### src/rtl/scan_select_gen_if.sv
// Control and select bundle between a scan_select_gen and whatever drives it.
// Optional macro SCAN_DIR_EN adds the scan-direction input dir.
interface scan_select_gen_if;
  logic       en;
  logic       mode;
  logic       step;
  logic [3:0] skip_mask;
`ifdef SCAN_DIR_EN
  logic       dir;
`endif
  logic       sel_a;
  logic       sel_b;
  logic       sel_valid;
  logic       tick;
  logic       wrap;

`ifdef SCAN_DIR_EN
  modport master (output en, mode, step, skip_mask, dir,
                  input  sel_a, sel_b, sel_valid, tick, wrap);
  modport slave  (input  en, mode, step, skip_mask, dir,
                  output sel_a, sel_b, sel_valid, tick, wrap);
`else
  modport master (output en, mode, step, skip_mask,
                  input  sel_a, sel_b, sel_valid, tick, wrap);
  modport slave  (input  en, mode, step, skip_mask,
                  output sel_a, sel_b, sel_valid, tick, wrap);
`endif
endinterface

### src/rtl/scan_select_gen.sv
// Steps a 2-bit decoder select index on a prescaled tick or a manual step edge, skipping masked indices.
// Optional macro SCAN_DIR_EN adds descending scan via the interface's dir input.
module scan_select_gen #(
  parameter int unsigned DIV_W   = 16,
  parameter int unsigned DIV_MAX = 49999
) (
  input  logic             clk,
  input  logic             rst_n,
  scan_select_gen_if.slave bus
);

  logic [DIV_W-1:0] r_cnt;
  logic             r_step_q;
  logic [1:0]       r_idx;
  logic             r_tick;
  logic             r_wrap;
  logic             r_valid;

  logic             w_run;
  logic             w_term;
  logic             w_man_adv;
  logic             w_adv;
  logic             w_desc;
  logic             w_found;
  logic [1:0]       w_try;
  logic [1:0]       w_cand;
  logic [1:0]       w_next_idx;
  logic             w_wrap;
  logic [DIV_W-1:0] w_next_cnt;

  assign w_run     = bus.en & bus.mode;
  assign w_term    = w_run & (r_cnt == DIV_W'(DIV_MAX));
  assign w_man_adv = bus.en & ~bus.mode & bus.step & ~r_step_q;
  assign w_adv     = w_term | w_man_adv;

`ifdef SCAN_DIR_EN
  assign w_desc = bus.dir;
`else
  assign w_desc = 1'b0;
`endif

  // Nearest unmasked index in scan order; offset 4 lands back on the current index.
  always_comb begin
    w_found = 1'b0;
    w_cand  = r_idx;
    w_try   = r_idx;
    for (int k = 4; k >= 1; k--) begin
      w_try = w_desc ? (r_idx - 2'(k)) : (r_idx + 2'(k));
      if (!bus.skip_mask[w_try]) begin
        w_found = 1'b1;
        w_cand  = w_try;
      end
    end
  end

  always_comb begin
    w_next_idx = r_idx;
    w_wrap     = 1'b0;
    if (w_adv && w_found) begin
      w_next_idx = w_cand;
      w_wrap     = w_desc ? (w_cand >= r_idx) : (w_cand <= r_idx);
    end
  end

  always_comb begin
    w_next_cnt = '0;
    if (w_run && !w_term) w_next_cnt = r_cnt + DIV_W'(1);
  end

  always_ff @(posedge clk or negedge rst_n) begin
    if (!rst_n) begin
      r_cnt    <= '0;
      r_step_q <= 1'b0;
      r_idx    <= 2'd0;
      r_tick   <= 1'b0;
      r_wrap   <= 1'b0;
      r_valid  <= 1'b0;
    end else begin
      r_cnt    <= w_next_cnt;
      r_step_q <= bus.step;
      r_idx    <= w_next_idx;
      r_tick   <= w_term;
      r_wrap   <= w_wrap;
      r_valid  <= ~bus.skip_mask[w_next_idx];
    end
  end

  assign bus.sel_a     = r_idx[1];
  assign bus.sel_b     = r_idx[0];
  assign bus.sel_valid = r_valid;
  assign bus.tick      = r_tick;
  assign bus.wrap      = r_wrap;

endmodule

### src/flat_wrapper.sv
// flat-port wrapper written by rule: the top's interface ports become plain ports
module scan_select_gen_flat 
#(
  parameter int unsigned DIV_W   = 16,
  parameter int unsigned DIV_MAX = 49999
)
  (clk, rst_n, bus_en, bus_mode, bus_step, bus_skip_mask, bus_sel_a, bus_sel_b, bus_sel_valid, bus_tick, bus_wrap);
  scan_select_gen_if bus_i ();
  input  logic clk;
  input  logic rst_n;
  input wire logic [$bits(bus_i.en)-1:0] bus_en;
  input wire logic [$bits(bus_i.mode)-1:0] bus_mode;
  input wire logic [$bits(bus_i.step)-1:0] bus_step;
  input wire logic [$bits(bus_i.skip_mask)-1:0] bus_skip_mask;
  output wire logic [$bits(bus_i.sel_a)-1:0] bus_sel_a;
  output wire logic [$bits(bus_i.sel_b)-1:0] bus_sel_b;
  output wire logic [$bits(bus_i.sel_valid)-1:0] bus_sel_valid;
  output wire logic [$bits(bus_i.tick)-1:0] bus_tick;
  output wire logic [$bits(bus_i.wrap)-1:0] bus_wrap;
  assign bus_i.en = bus_en;
  assign bus_i.mode = bus_mode;
  assign bus_i.step = bus_step;
  assign bus_i.skip_mask = bus_skip_mask;
  assign bus_sel_a = bus_i.sel_a;
  assign bus_sel_b = bus_i.sel_b;
  assign bus_sel_valid = bus_i.sel_valid;
  assign bus_tick = bus_i.tick;
  assign bus_wrap = bus_i.wrap;
  scan_select_gen #(.DIV_W(DIV_W), .DIV_MAX(DIV_MAX)) u_core (.clk(clk), .rst_n(rst_n), .bus(bus_i));
endmodule
### config.mk
export PLATFORM = sky130hd
export DESIGN_NAME = scan_select_gen_flat
export DESIGN_NICKNAME = d
export VERILOG_FILES = /design/src/rtl/scan_select_gen_if.sv /design/src/rtl/scan_select_gen.sv /design/src/flat_wrapper.sv
export SDC_FILE = /design/constraint.sdc
export NUM_CORES = 1
export LEC_CHECK = 0
export CAP_MARGIN = 0
export CELL_PAD_IN_SITES_DETAIL_PLACEMENT = 0
export CELL_PAD_IN_SITES_GLOBAL_PLACEMENT = 1
export CORE_MARGIN = 5
export CORE_UTILIZATION = 30
export DETAILED_ROUTE_END_ITERATION = 10
export PLACE_DENSITY = 0.61
export REMOVE_ABC_BUFFERS = 1
export SLEW_MARGIN = 0
export SYNTH_ARGS = -nofsm -noshare
export SYNTH_HDL_FRONTEND = slang
export SYNTH_SLANG_ARGS = --single-unit
### constraint.sdc
create_clock -name clk -period 1.9 [get_ports clk]
set_clock_uncertainty 0.15 [all_clocks]
set_input_delay 0.57 -clock clk [delete_from_list [all_inputs] [get_ports clk]]
set_output_delay 0.57 -clock clk [all_outputs]
set_load 0.05 [all_outputs]
# After elaboration in Yosys (flattened, before gate mapping)
# Cells that the tools add are included.
[op_classes] add_sub_neg=4 order_cmp=6 n_eq_ne=1 mux=20 bitwise_logic=9 n_reduce_logical=3
[ops] operator="$add 16x1->16 const B" count=1
[ops] operator="$eq 16x16->1 const B" count=1
[ops] operator="$mux 16" count=1
[ops] operator="$lt 2x3->1 const B" count=5
[ops] operator="$bmux 1 s2" count=5
[ops] operator="$mux 1" count=10
[ops] operator="$mux 2" count=4
[ops] operator="$and 1x1->1" count=5
[ops] operator="$add 2x2->2 const B" count=2
[ops] operator="$not 1->1" count=3
[ops] operator="$add 2x1->2 const B" count=1
[ops] operator="$le 2x2->1" count=1
[ops] operator="$logic_and 1x1->1" count=2
[ops] operator="$logic_not 1->1" count=1
[ops] operator="$or 1x1->1" count=1
[totals] ff_bits=22 inputBits=9 out_inout_bits=5

# Logic depth before layout (Yosys ltp)
# Gate-level depths: netlist (run 1).
[logic_depth] depth_word=11 ltp_mapped=9 ltp_nobuf=9

# Worst setup path after synthesis (run 1)
# OpenSTA, ideal clock, no wires.
[synth_path] path_type="reg-to-reg" startpoint="register u_core.r_idx[1]" endpoint="register u_core.r_valid (netlist: u_core.bus.sel_valid)" setup_ps=125 arrival_ps=1961 required_ps=1625 slack_ps=-336 path_stages_with_launch=7 path_buffers=0 period_less_slack_ps=2236 path_cell_list="dfrtp_1 inv_1 or3_2 a31oi_4 mux2_4 mux2i_1 mux2_2"
[synth_between] elab_chain_len=11 elab_cells_between_ends=23
[synth_rtl] element="start, declared" line="scan_select_gen.sv:14" source="logic [1:0] r_idx;"
[synth_rtl] element="start signal, assigned" line="scan_select_gen.sv:81" source="r_idx <= w_next_idx;"
[synth_rtl] element="$add 2x2->2 or $bmux 1 s2 (tied branches)" line="scan_select_gen.sv:48, scan_select_gen.sv:49"
[synth_rtl] element="$bmux 1 s2 or $mux 1 (tied branches)" line="scan_select_gen.sv:49" source="if (!bus.skip_mask[w_try]) begin"
[synth_rtl] element="$mux 1 (not written as such)" line="scan_select_gen.sv:49"
[synth_rtl] element="$mux 1 (3 in series)" line="scan_select_gen.sv:49"
[synth_rtl] element="$logic_and 1x1->1" line="scan_select_gen.sv:59" source="if (w_adv && w_found) begin"
[synth_rtl] element="$mux 2 (*)" line="scan_select_gen.sv:59"
[synth_rtl] element="net u_core.w_next_idx[1]" line="scan_select_gen.sv:27" source="logic [1:0] w_next_idx;"
[synth_rtl] element="$bmux 1 s2 (*)" line="scan_select_gen.sv:84" source="r_valid <= ~bus.skip_mask[w_next_idx];"
[synth_rtl] element="$mux 1 (not written as such) (*)" line="scan_select_gen.sv:84"
[synth_rtl] element="$not 1->1 (*)" line="scan_select_gen.sv:84"
[synth_rtl] element="end signal, assigned" line="scan_select_gen.sv:84"
[synth_rtl] element="end, declared" line="scan_select_gen.sv:17" source="logic r_valid;"
# The timed path passes the listed nets; every way through them passes the cells marked *. The select of a mux whose other input is x is not followed.

# Worst setup path after layout (run 1)
[layout_path] startpoint="input port bus_skip_mask[3]" endpoint="register u_core.r_valid (netlist: u_core.bus.sel_valid)"
[layout_between] elab_chain_len=11 elab_cells_between_ends=20
[layout_rtl] element="start, declared" line="flat_wrapper.sv:14" source="input wire logic [$bits(bus_i.skip_mask)-1:0] bus_skip_mask;"
[layout_rtl] element="$bmux 1 s2" line="scan_select_gen.sv:49"
[layout_rtl] element="$mux 1 (not written as such)" line="scan_select_gen.sv:49"
[layout_rtl] element="$mux 1 (4 in series)" line="scan_select_gen.sv:49"
[layout_rtl] element="$logic_and 1x1->1" line="scan_select_gen.sv:59"
[layout_rtl] element="$mux 2 (*)" line="scan_select_gen.sv:59"
[layout_rtl] element="net u_core.w_next_idx[1]" line="scan_select_gen.sv:27"
[layout_rtl] element="$bmux 1 s2 (*)" line="scan_select_gen.sv:84"
[layout_rtl] element="$mux 1 (not written as such) (*)" line="scan_select_gen.sv:84"
[layout_rtl] element="$not 1->1 (*)" line="scan_select_gen.sv:84"
# Marks and branches as above.

==> results of run 1 <==
## cells in the final DEF, fill, tap and decap left out, types with 2 or more instances in the layout
cell / instances
xnor2_1: 4
nor2_1: 18
xor2_1: 7
clkbuf_8: 3
buf_4: 33
nand3_1: 6
buf_12: 6
dlygate4sd2_1: 6
o21ai_0: 5
dfrtp_1: 22
or3_1: 3
and3_1: 2
inv_1: 5
mux2i_1: 2
and4bb_2: 2
nand4_1: 4
nand2_1: 8
a21oi_1: 6
## power by group
part	leakage, nW	internal [mW]	switching, mW
combinational	0.476	0.335	0.344
sequential	0.296	0.502	0.0229
clock	0.0216	0.142	0.146
total	0.793	0.979	0.513
## layout make-up
cell class	count	area share (%)
Tap cell	48	3.39
Multi-Input combinational cell	89	37.2
Sequential cell	22	31.1
Inverter	5	1.06
Clock buffer	3	2.33
Timing Repair Buffer	47	24.9
## through the flow
stage,setup WS (ps),cells,TNS (ps)
floorplan,-336,116,-628
global placement,-654,207,-1720
detailed placement,-695,207,-1880
CTS,-152,214,-229
global route,-195,214,-356
finish,-150,214,-229
## state kept, by name, summed over array words and instances (netlist names)
register and count:
u_core.r_cnt 16, u_core.bus.wrap 1, u_core.bus.sel_valid 1, u_core.bus.tick 1
u_core.r_step_q 1, u_core.r_idx 2
## cells by family (layout without fill, tap and decap cells)
kind of cell	count (synthesis)	count (layout)	share of synthesized area, %
DFF	22	22	46.5
buffers and inverters	7	55	2.22
xor gates and xnor gates	11	11	8.13
muxes	4	4	3.91
AOI/OAI and AO/OA	17	17	10.0
and+or+nand+nor	54	54	26.1
adders and majority gates	3	3	3.17
## worst min-delay path by stage
stage                          from  depth (start not counted)                    to  slack (ps)
global route               bus_step                          1       u_core.r_step_q         400
detailed placement  u_core.r_cnt[0]                          2       u_core.r_cnt[0]         390
floorplan                     rst_n                          0  u_core.bus.sel_valid         120
global placement    u_core.r_cnt[0]                          2       u_core.r_cnt[0]         380
finish              u_core.r_cnt[0]                          2       u_core.r_cnt[0]         410
CTS                        bus_step                          1       u_core.r_step_q         400
## worst register-to-register path, stage by stage, from the launching register on
cell and delay (ps):
dfrtp_1 410, nor4b_4 330, nand4_4 140, o21ai_4 180, mux2_4 330, mux2i_1 120
mux2_2 250
## timing repair
action,in CTS,in global routing
setup endpoints to repair,4,5
pin swaps,5,3
setup buffers,4,0
gates resized for setup,13,5
## per-layer routing
| metal | wire length (µm) | vias to the layer above | track usage (%) |
|---|---|---|---|
| met5 | 0 | - | 0 |
| met4 | 26 | 0 | 2.87 |
| met3 | 123 | 5 | 3.86 |
| met2 | 1310 | 20 | 19.0 |
| met1 | 1210 | 472 | 14.7 |
| li1 | - | 510 | - |
==> impl_metrics.json, run 1 <==
{
  "power_mw": 1.49,
  "post_drt_wl_per_cell_um": 12.5,
  "ys_ff_latch": 22,
  "final-max-slew-violation-count": 0,
  "drive_gt1_share_pct": 36.1,
  "r2r_cells": 6,
  "synth.most_common_cell": "dfrtp_1",
  "seq_area_um2": 551,
  "portBuffers": 13,
  "synth_commonest_cells": "dfrtp_1 (22), nor2_1 (19), nand2_1 (8)",
  "grt_pass1_vias": 1055,
  "die_h_um": 72.8,
  "placed_area_um2": 1660,
  "tritoncts": "yes",
  "gp_congestion": 0.768,
  "crit_chain": "dlygate4sd2_1 -> nand4_1 -> or2b_4 -> o21ai_4 -> mux2_4 -> mux2i_1 -> mux2_2",
  "cpPeakStageDelay_ps": 330,
  "first_pass_iters": 4,
  "ir_drop_mv": 0.517,
  "crit_path_top_delay_cell": "mux2_4",
  "critPathTopFamily": "multiplexers",
  "yosysSeqAreaShare_pct": 46.5,
  "area_growth_pct": 49.3,
  "required_ps": 1900,
  "grt-ovfl-total": 0,
  "cp-start-kind": "input pin",
  "min_period_ps": 2050,
  "ys_async_sr_fraction_pct": 100,
  "ios": 14,
  "hold_class": "reg2reg",
  "rsz0062_at_grt": "yes",
  "setup_violations": 2,
  "powerDensity_nw_per_um2": 843,
  "diodes": 0,
  "p_leak_nw": 0.793,
  "routed_wl_mm": 2.68,
  "ys.flop_type": "dfrtp_1",
  "cts_sinks": 22,
  "hold_viol": 0,
  "dieArea_um2": 5310,
  "cts-root-buf": "clkbuf_8",
  "antenna_found_initial": 0,
  "crit_buf_inv": 1,
  "cts_buffers": 3,
  "synth_area_leader_cell": "dfrtp_1",
  "syn_avg_cell_area_um2": 10.0,
  "failed_checks": "negative setup slack",
  "fin_crit_sh_pct": 108,
  "critPathMaxFanout": 5,
  "finalNetCount": 180,
  "timing.critical_path.to_type": "register",
  "worst-setup-path-type": "in2reg",
  "vias": 1007,
  "htree_num_levels": 1,
  "r2r-start": "u_core.r_cnt[7]",
  "die_w_um": 72.8,
  "clk_latency_ps": 260,
  "setup_slack_ps": -150,
  "ant_nets": 0,
  "utilization_pct": 47.3,
  "synth_top_area_share_pct": 46.5,
  "post_synth_inst_count": 118,
  "r2r_slack_ps": -120,
  "clkTransAtPathRegs_ps": 70,
  "synth_cell_types": 32,
  "track_usage_pct": 11.6,
  "synth.area.top_cells": "dfrtp_1 (46%), nor2_1 (6.0%), xor2_1 (5.2%)",
  "syn_area_um2": 1180,
  "initial_utilization_pct": 31.7,
  "drt_iter0_drc": 67,
  "row_count": 22,
  "via_per_inst": 4.71,
  "drcViolationCount": 0,
  "ys_warn_count": 0,
  "grt_max_degree": 23,
  "reg2reg_to": "u_core.bus.sel_valid",
  "endpoint": "u_core.bus.sel_valid",
  "grt_pass1_wl_mm": 4.87,
  "cap_violations": 0,
  "status": "complete, but fails checks",
  "nFillCells": 383,
  "worst_slew_pin_slew_ps": 353,
  "multi_input_area_um2": 658,
  "max_freq_ghz": 0.488,
  "fin_area_um2": 1770,
  "hpwl_mm": 1.95,
  "synth-edff-count": 0,
  "cts_max_path_buffers": 2,
  "cp_num_cells": 7,
  "relSlewSlack_pct": 76.2,
  "crit_start": "bus_skip_mask[3]",
  "hold_buffers": 0,
  "core-area_um2": 3740,
  "hold-worst-slack_ps": 406,
  "worstPathArrival_ps": 2050
}
Note: power is estimated with default switching activity, not from simulation.
==> run 2, diff against run 1 <==
--- a/config.mk
+++ b/config.mk
@@ -10,7 +10,9 @@
 export CELL_PAD_IN_SITES_GLOBAL_PLACEMENT = 1
 export CORE_MARGIN = 5
 export CORE_UTILIZATION = 30
+export CTS_CLUSTER_DIAMETER = 120
 export DETAILED_ROUTE_END_ITERATION = 10
+export MAX_ROUTING_LAYER = met4
 export PLACE_DENSITY = 0.61
 export REMOVE_ABC_BUFFERS = 1
 export SLEW_MARGIN = 0
==> run 2 against run 1 <==
Critical path depth is the same. Via count is essentially flat. Largest cell class unchanged. The run still ends with negative setup slack left. Sequential share of layout area is the same. Final cell count is the same. Sequential cell count is the same. Worst hold slack is essentially flat. Setup slack is essentially flat. Wire length shrank 0.34%. Die area is the same.
==> impl_metrics.json, run 2 (synthesized netlist as in run 1, its figures left out) <==
{
  "antenna_found_initial": 0,
  "vias": 1006,
  "cts_buffers": 3,
  "required_ps": 1900,
  "finalNetCount": 180,
  "hold_class": "reg2reg",
  "seq_power_share_pct": 35.1,
  "track_usage_pct": 12.0,
  "tritoncts": "yes",
  "cts_sinks": 22,
  "p_comb_share_pct": 45.4,
  "row_count": 22,
  "cts_max_path_buffers": 2,
  "max_freq_ghz": 0.488,
  "initial_utilization_pct": 31.7,
  "ant_nets": 0,
  "setup_violations": 2,
  "grt_pass1_wl_mm": 4.88,
  "rsz0062_at_grt": "yes",
  "clk_latency_ps": 260,
  "dieArea_um2": 5310,
  "status": "complete, but fails checks",
  "grt_pass1_vias": 1049,
  "drt_iter0_drc": 74,
  "r2r_slack_ps": -120,
  "largest_register": "u_core.r_cnt",
  "reg_top3": "u_core.r_cnt (16), u_core.r_idx (2)",
  "cts-root-buf": "clkbuf_8",
  "layout_common_cells": "buf_4 (33), dfrtp_1 (22), nor2_1 (18)",
  "grt_max_degree": 23,
  "drcViolationCount": 0,
  "grt-ovfl-total": 0,
  "final-max-slew-violation-count": 0,
  "critPathMaxFanout": 5,
  "portBuffers": 13,
  "nFillCells": 383,
  "first_pass_iters": 4,
  "p_sw_uw": 517,
  "fin_setup_tns_ps": -225,
  "gp_congestion": 0.778,
  "p_int_uw": 979,
  "dp.cells": 207,
  "hold_viol": 0,
  "worst-setup-path-type": "in2reg",
  "ios": 14,
  "area_growth_pct": 49.3,
  "pwr-share-clk_pct": 19.5,
  "setup_slack_ps": -150,
  "die_w_um": 72.8,
  "min_period_ps": 2050,
  "timing.critical_path.to_type": "register",
  "hpwl_mm": 1.95,
  "cap_violations": 0,
  "core-area_um2": 3740,
  "drive_gt1_share_pct": 36.1,
  "final_common_cell": "buf_4",
  "post_drt_wl_per_cell_um": 12.5,
  "largest_reg_flops": 16,
  "via_per_inst": 4.70,
  "worst_slew_pin_slew_ps": 353,
  "power_switching_share_pct": 34.6,
  "ir_drop_mv": 0.517,
  "powerDensity_nw_per_um2": 846,
  "p_leak_nw": 0.793,
  "htree_num_levels": 1,
  "fin_crit_sh_pct": 108,
  "placed_area_um2": 1660,
  "cp-start-kind": "input pin",
  "fin_area_um2": 1770,
  "diodes": 0,
  "final_cells": 214,
  "hold_buffers": 0,
  "die_h_um": 72.8,
  "routed_wl_mm": 2.67,
  "relSlewSlack_pct": 76.2,
  "failed_checks": "negative setup slack",
  "clkTransAtPathRegs_ps": 80,
  "utilization_pct": 47.3,
  "worstPathArrival_ps": 2050,
  "dp_slack_ps": -695
}
## run 2: area by class of cell
cell class / count / area (µm²) / share of cell area, %
inverter: 5 / 18.8 / 1.06
multi-input combinational: 89 / 658 / 37.2
sequential: 22 / 551 / 31.1
clock buffer: 3 / 41.3 / 2.33
timing repair buffer: 47 / 440 / 24.9
tap: 48 / 60.1 / 3.39
## run 2: worst paths after layout
kind,startpoint,cells past startpoint,end
max in group asynchronous,rst_n,2,u_core.r_idx[0]
worst min register to register,u_core.r_cnt[0],2,u_core.r_cnt[0]
worst min-delay path,u_core.r_cnt[0],2,u_core.r_cnt[0]
min in group asynchronous,rst_n,2,u_core.r_cnt[9]
worst max-delay path,bus_skip_mask[3],7,u_core.bus.sel_valid
worst max register to register,u_core.r_cnt[7],6,u_core.bus.sel_valid
## run 2: power by group through the flow
stage / Clock, mW / Sequential, mW / Combinational [mW]
6_report: 0.292 / 0.524 / 0.680
5_1_grt: 0.330 / 0.530 / 0.743
4_1_cts: 0.306 / 0.525 / 0.655
3_5_place_dp: 0 / 0.533 / 0.641
3_3_place_gp: 0 / 0.533 / 0.636
2_1_floorplan: 0 / 0.648 / 0.230
## run 2: per-stage QoR
step | hold WS, ps | power [mW]
floorplan | 124 | 0.879
global placement | 377 | 1.17
detailed placement | 386 | 1.17
CTS | 399 | 1.49
global route | 402 | 1.60
finish | 406 | 1.50
## run 2: worst max-delay path, stage by stage
cell and delay, ps:
dlygate4sd2_1 280, nand4_1 140, or2b_4 290, o21ai_4 70
mux2_4 330, mux2i_1 120, mux2_2 250
## run 2: repair_timing
item                                    4_1_cts  5_1_grt
pin swaps                                     5        3
endpoints found under the setup margin        4        5
gates resized for setup                      13        5
buffers inserted                              4        0
## run 2: metal layers
| layer | share of wire, % | track usage (%) | wire (µm) | vias to the layer above |
|---|---|---|---|---|
| li1 | - | - | - | 509 |
| met1 | 47 | 14.8 | 1250 | 474 |
| met2 | 48 | 19.1 | 1290 | 18 |
| met3 | 3.9 | 3.58 | 105 | 5 |
| met4 | 0.97 | 2.87 | 26 | 0 |
| met5 | 0 | - | 0 | - |
